===== src/rtl/uart_pkg.sv =====
// rtl/uart_pkg.sv - shared state encoding and constants for the uart transmit path
package uart_pkg;

  typedef enum logic [2:0] {
    IDLE   = 3'd0,
    START  = 3'd1,
    DATA   = 3'd2,
    PARITY = 3'd3,
    STOP   = 3'd4
  } state_t;

  localparam logic TX_IDLE   = 1'b1;
  localparam int   DATA_BITS = 8;

endpackage


===== src/rtl/sync_fifo.sv =====
// rtl/sync_fifo.sv - single-clock fifo with separate level counter and combinational read data
module sync_fifo #(
  parameter int WIDTH = 8,
  parameter int DEPTH = 16
) (
  input  logic                     clock,
  input  logic                     reset,
  input  logic                     push,
  input  logic                     pop,
  input  logic [WIDTH-1:0]         din,
  output logic [WIDTH-1:0]         dout,
  output logic [$clog2(DEPTH):0]   level
);

  localparam int AW = $clog2(DEPTH);
  localparam int LW = AW + 1;
  localparam logic [AW-1:0] PTR_ONE = 1;
  localparam logic [LW-1:0] LVL_ONE = 1;

  logic [WIDTH-1:0] mem [DEPTH];
  logic [AW-1:0]    wr_ptr;
  logic [AW-1:0]    rd_ptr;

  assign dout = mem[rd_ptr];

  // storage write; contents need no reset because level gates every read
  always_ff @(posedge clock) begin
    if (push) begin
      mem[wr_ptr] <= din;
    end
  end

  // pointers wrap naturally; level tracks occupancy independently of them
  always_ff @(posedge clock) begin
    if (reset) begin
      wr_ptr <= '0;
      rd_ptr <= '0;
      level  <= '0;
    end else begin
      if (push) wr_ptr <= wr_ptr + PTR_ONE;
      if (pop)  rd_ptr <= rd_ptr + PTR_ONE;
      if (push && !pop)      level <= level + LVL_ONE;
      else if (pop && !push) level <= level - LVL_ONE;
    end
  end

endmodule


===== src/rtl/uart_tx_fifo.sv =====
// rtl/uart_tx_fifo.sv - buffered 8N1 uart transmitter; UART_TX_PARITY_EN adds an even-parity bit
module uart_tx_fifo
  import uart_pkg::*;
#(
  parameter int CLK_DIV    = 16,
  parameter int FIFO_DEPTH = 16
) (
  input  logic                          clock,
  input  logic                          reset,
  input  logic                          wvalid,
  input  logic [7:0]                    wdata,
  output logic                          wready,
  output logic [$clog2(FIFO_DEPTH):0]   level,
  output logic                          busy,
  output logic                          tx
);

  localparam int LW = $clog2(FIFO_DEPTH) + 1;
  localparam logic [LW-1:0] FULL     = LW'(FIFO_DEPTH);
  localparam logic [15:0]   DIV_M1   = 16'(CLK_DIV - 1);
  localparam logic [2:0]    LAST_BIT = 3'(DATA_BITS - 1);

  state_t                 state, state_next;
  logic [15:0]            baud_cnt, baud_next;
  logic [2:0]             bit_idx, bit_next;
  logic [DATA_BITS-1:0]   shift, shift_next;
  logic                   tx_next;
  logic                   push;
  logic                   pop;
  logic                   baud_done;
  logic [DATA_BITS-1:0]   fifo_dout;
`ifdef UART_TX_PARITY_EN
  logic                   parity, parity_next;
`endif

  assign wready    = (level != FULL);
  assign push      = wvalid & wready;
  assign baud_done = (baud_cnt == 16'd0);
  assign busy      = (state != IDLE) || (level != '0);

  sync_fifo #(
    .WIDTH (DATA_BITS),
    .DEPTH (FIFO_DEPTH)
  ) u_fifo (
    .clock (clock),
    .reset (reset),
    .push  (push),
    .pop   (pop),
    .din   (wdata),
    .dout  (fifo_dout),
    .level (level)
  );

  // frame sequencing: decide next state, line level and pop for this cycle
  always_comb begin
    state_next = state;
    baud_next  = baud_cnt;
    bit_next   = bit_idx;
    shift_next = shift;
    tx_next    = tx;
    pop        = 1'b0;
`ifdef UART_TX_PARITY_EN
    parity_next = parity;
`endif
    case (state)
      IDLE: begin
        tx_next = TX_IDLE;
        if (level != '0) begin
          pop        = 1'b1;
          shift_next = fifo_dout;
          tx_next    = 1'b0;
          baud_next  = DIV_M1;
          state_next = START;
`ifdef UART_TX_PARITY_EN
          parity_next = ^fifo_dout;
`endif
        end
      end
      START: begin
        if (baud_done) begin
          tx_next    = shift[0];
          bit_next   = 3'd0;
          baud_next  = DIV_M1;
          state_next = DATA;
        end else begin
          baud_next = baud_cnt - 16'd1;
        end
      end
      DATA: begin
        if (baud_done) begin
          baud_next = DIV_M1;
          if (bit_idx == LAST_BIT) begin
`ifdef UART_TX_PARITY_EN
            tx_next    = parity;
            state_next = PARITY;
`else
            tx_next    = TX_IDLE;
            state_next = STOP;
`endif
          end else begin
            shift_next = shift >> 1;
            tx_next    = shift[1];
            bit_next   = bit_idx + 3'd1;
          end
        end else begin
          baud_next = baud_cnt - 16'd1;
        end
      end
`ifdef UART_TX_PARITY_EN
      PARITY: begin
        if (baud_done) begin
          tx_next    = TX_IDLE;
          baud_next  = DIV_M1;
          state_next = STOP;
        end else begin
          baud_next = baud_cnt - 16'd1;
        end
      end
`endif
      STOP: begin
        if (baud_done) begin
          if (level != '0) begin
            // chain straight into the next start bit, no idle gap
            pop        = 1'b1;
            shift_next = fifo_dout;
            tx_next    = 1'b0;
            baud_next  = DIV_M1;
            state_next = START;
`ifdef UART_TX_PARITY_EN
            parity_next = ^fifo_dout;
`endif
          end else begin
            tx_next    = TX_IDLE;
            state_next = IDLE;
          end
        end else begin
          baud_next = baud_cnt - 16'd1;
        end
      end
      default: begin
        tx_next    = TX_IDLE;
        state_next = IDLE;
      end
    endcase
  end

  // state, baud counter, shift register and registered line output
  always_ff @(posedge clock) begin
    if (reset) begin
      state    <= IDLE;
      baud_cnt <= 16'd0;
      bit_idx  <= 3'd0;
      shift    <= '0;
      tx       <= TX_IDLE;
`ifdef UART_TX_PARITY_EN
      parity   <= 1'b0;
`endif
    end else begin
      state    <= state_next;
      baud_cnt <= baud_next;
      bit_idx  <= bit_next;
      shift    <= shift_next;
      tx       <= tx_next;
`ifdef UART_TX_PARITY_EN
      parity   <= parity_next;
`endif
    end
  end

endmodule


===== config.mk =====
export PLATFORM = sky130hd
export DESIGN_NAME = uart_tx_fifo
export DESIGN_NICKNAME = d
export VERILOG_FILES = /design/src/rtl/uart_pkg.sv /design/src/rtl/sync_fifo.sv /design/src/rtl/uart_tx_fifo.sv
export SDC_FILE = /design/constraint.sdc
export NUM_CORES = 1
export LEC_CHECK = 0
export CORE_ASPECT_RATIO = 1.75
export CORE_UTILIZATION = 62
export DETAILED_ROUTE_END_ITERATION = 12
export GPL_TIMING_DRIVEN = 0
export MAX_ROUTING_LAYER = met4
export PLACE_DENSITY = 0.91
export SLEW_MARGIN = 30
export SYNTH_ARGS = -nofsm -noshare
export SYNTH_HDL_FRONTEND = slang
export SYNTH_HIERARCHICAL = 1
export SYNTH_SLANG_ARGS = --single-unit

===== constraint.sdc =====
create_clock -name clock -period 4.7 [get_ports clock]
set_input_delay 0.705 -clock clock [delete_from_list [all_inputs] [get_ports clock]]
set_output_delay 0.705 -clock clock [all_outputs]
set_load 0.01 [all_outputs]

==> summary.md <==
| Metric | Value |
|---|---|
| Post-route ant nets | 0 |
| GPL Wtd Cong | 0.866 |
| Post-Synth Simple-Gate Area | 0.103 |
| Clock Latency Late Sink | ~440 ps |
| DR vias/cell | around 6.6 |
| Clk sinks | approximately 180 |
| Area Growth Syn to Fin | 12.7% |
| Initial DRC Count | between 300 and 400 |
| Worst path top cell family by delay | compound AO/OA/AOI/OAI gates |
| Synth unique cells | roughly 60 |
| Vias in the first global route | 4644 |
| XOR/XNOR Fraction of Synth Area | 0.0129 |
| ANT cells | 0 |
| Die Wd | approximately 85 um |
| Core Area | 11600 um2 |
| Setup crit start kind | register |
| H-tree levels | 4 |
| # DRC | 0 |
| Period minus WS final | 3510 ps |
| Synth warn | 6 |
| Post-cts gate resize count | 0 |
| Cts hold-fix bufs | 0 |
| Initial Utilization | 0.643 |
| Least-Margin Pin Slew | 878 ps |
| HP Class | register to register |
| Clock group share of total power | 0.276 |
| Sequential power share | 0.390 |
| Final worst setup slack | 1190 ps |
| Design area | 8440 um2 |
| Hold Vio Cnt, Final | 0 |
| Port buffer count | 18 |
| Layout Cells excl Fill | 688 |
| Multi-input logic area | 2500 um2 |
| Largest family of logic cells by synthesized area | multiplexers |
| WP buf/inv | 4 |
| Fmax | 285 MHz |
| Setup CP Type | register to register |
| Number of flops mapped to enable cells by yosys | 128 |
| Asr flop ratio synth | 0 |
| Clock Tree Buf Depth | 2 |
| Post-DP HPWL | between 10000 and 15000 um |
| Seq/Total Area, Yosys | 0.641 |
| Peak supply drop | 0.526 mV |
| Pin count of the biggest net entering global routing | 21 |
| Max cap viols | 0 |
| Tcrit/Tclk final | 0.747 |
| Syn_nets | between 500 and 600 |
| # IOs | 19 |
| Mean post-synth cell area | about 15 um2 |
| Total CTS buffers | 17 |
| Mapped Area | 7490 um2 |
| Fin util | 0.725 |
| # Post-CTS Setup Buffers | 0 |
| TritonCTS clock tree | built |
| Slowest cell on the critical path | nor2_1 |
| Leakage | 2.96 nW |
| Final setup viols | 0 |
| Synth Instances | 503 |
| Unrepaired setup endpoints after global routing | no |
| Sw Pwr | roughly 1.8 mW |
| Place WS | 1250 ps |
| Via count | 4553 |
| Antenna violations before repair | 0 |
| Row count | 52 |
| Synth Register Bits | 176 |
| Root Buffer | clkbuf_16 |
| Adder-Cell Fraction of Synth Area | 0.0244 |
| Endpoint class of the critical path | register |
| Main synth FF type | edfxtp_1 |
| Final wirelength | 15900 um |
| Synth Area in Compound Gates | 0.0765 |
| First-pass DRT Iterations | 5 |
| Layout cells sized above 1 | 0.146 |
| Worst stage delay on the critical path | between 400 and 500 ps |
| Cell Chain, Critical Path | clkbuf_1 > nor2_1 > a21boi_2 > a21boi_1 > buf_2 > inv_1 > ha_1 > inv_1 > ha_1 > a21oi_1 > a211oi_1 > a31oi_1 > mux2_2 |
| DIE HEIGHT | roughly 150 um |
| FF/Latch Area | 4800 um2 |
| Pwr per Cell Area | 593 nW/um2 |
| GRT overflow | 0 |
| CP required | 5020 ps |
| Worst-path clk slew | 70 ps |
| Crit path DAT | 3830 ps |
| Fill cells | about 670 |
| Mux cell area share after synthesis | 0.116 |
| Post-Place Cells | approximately 660 |
| Slew Limit Headroom | 0.410 |
| Final nets | 565 |
| Comb pwr share | 0.334 |
| Area after DPL | 7840 um2 |
| Sw frac | 0.351 |
| Worst-path fanout max | 14 |
| Die area | 12500 um2 |
| Gr usage total | 0.279 |
| Clock skew | 17.7 ps |
| Global-route wire length before repair | between 20000 and 25000 um |
| DR WL/cell | roughly 23 um |
| Final Max Tran Viols | 0 |
| Pint | 3.25 mW |
| Final setup TNS | 0 ps |
| Run status | finished, final reports clean |
[sequential cells by signal (all words and copies together) (netlist names), named ones only]
signal	flops
state	3
baud_cnt	16
u_fifo/mem	128
shift	8
u_fifo/rd_ptr	4
u_fifo/wr_ptr	4
u_fifo/level	5
tx	1
bit_idx	3
[synth_stat cells, types with 10 or more instances]
cell,instances,area share
nand2_1,22,0.011
a21oi_1,15,0.010
ha_1,13,0.022
edfxtp_1,128,0.51
mux2i_1,11,0.015
mux4_2,24,0.072
dfxtp_1,48,0.13
and2_1,19,0.016
nand3_1,10,0.0067
o21ai_0,10,0.0067
nor3_1,20,0.013
nor2_1,41,0.021
a22oi_1,20,0.020
a211oi_1,12,0.012
[routing by layer]
layer | global-route usage | part of all wire | vias to the layer above
met4 | 0.164 | 0.050 | 0
met2 | 0.481 | 0.54 | 181
met3 | 0.0469 | 0.039 | 49
li1 | - | - | 2043
met1 | 0.299 | 0.37 | 2280
met5 | - | 0 | -
[final timing paths]
| kind | from | to | slack [ps] | depth (start not counted) |
|---|---|---|---|---|
| max | state[1] | u_fifo/level[4] | 1190 | 13 |
| max reg2reg | state[1] | u_fifo/level[4] | 1190 | 13 |
| min | tx | tx | 510 | 2 |
| min reg2reg | tx | tx | 510 | 2 |
[cells by family (layout without fill, tap and decap cells)]
| family | after synthesis | after routing |
|---|---|---|
| flops | 176 | 176 |
| simple gates | 143 | 143 |
| compound gates | 80 | 80 |
| mux | 44 | 44 |
| buf+inv | 35 | 85 |
| fa+ha+maj | 14 | 14 |
| xor+xnor | 11 | 11 |
[power by group through the flow]
stage / logic (mW) / registers [mW] / clock network, mW
2_1_floorplan: 1.22 / 1.95 / 0
3_3_place_gp: 1.56 / 1.97 / 0
3_5_place_dp: 1.63 / 1.98 / 0
4_1_cts: 1.66 / 1.95 / 1.40
5_1_grt: 1.80 / 1.97 / 1.46
6_report: 1.67 / 1.95 / 1.38
[tightest hold or removal path: stages (launching register included)]
cell and delay (ps):
dfxtp_1 350, a21oi_1 70, o21ai_0 60
[cells in the final DEF, fill, tap and decap left out, types with 3 or more instances in the layout]
master           Yosys  final
clkinv_8             0      4
clkdlybuf4s25_2      3      3
and2_1              19     19
clkbuf_16            0     17
a31oi_1              6      6
nor3_1              20     20
nor2_1              41     41
nand2_1             22     22
clkbuf_1             9      9
edfxtp_1           128    128
clkinv_4             0      3
xnor2_1              4      4
dfxtp_1             48     48
buf_2                9      9
a22oi_1             20     20
o21ai_0             10     10
a211oi_1            12     12
mux2i_1             11     11
mux4_1               8      8
mux4_2              24     24
nand3_1             10     10
nor4_1               5      5
buf_6                3      3
nand4_1              3      3
inv_8                0      5
ha_1                13     13
a21oi_1             15     15
nand2b_1             3      3
clkdlybuf4s50_1      0     18
inv_6                0      3
xor2_1               7      7
inv_1                9      9
[stage by stage]
stage,hold WS (ps),power (mW)
5_1_grt,526,5.23
6_report,515,5.01
2_1_floorplan,435,3.17
4_1_cts,505,5.00
3_5_place_dp,489,3.61
3_3_place_gp,450,3.52
[final cells by class]
| class | instances | area share |
|---|---|---|
| plain buffers | 26 | 0.0187 |
| clock buffers | 17 | 0.0504 |
| clock inverters | 15 | 0.0206 |
| inverters | 9 | 0.00400 |
| multi-input cells | 292 | 0.296 |
| flip-flops and latches | 176 | 0.569 |
| well taps | 135 | 0.0200 |
| repair buffers | 18 | 0.0213 |
Power figures use the tool's default switching activity.
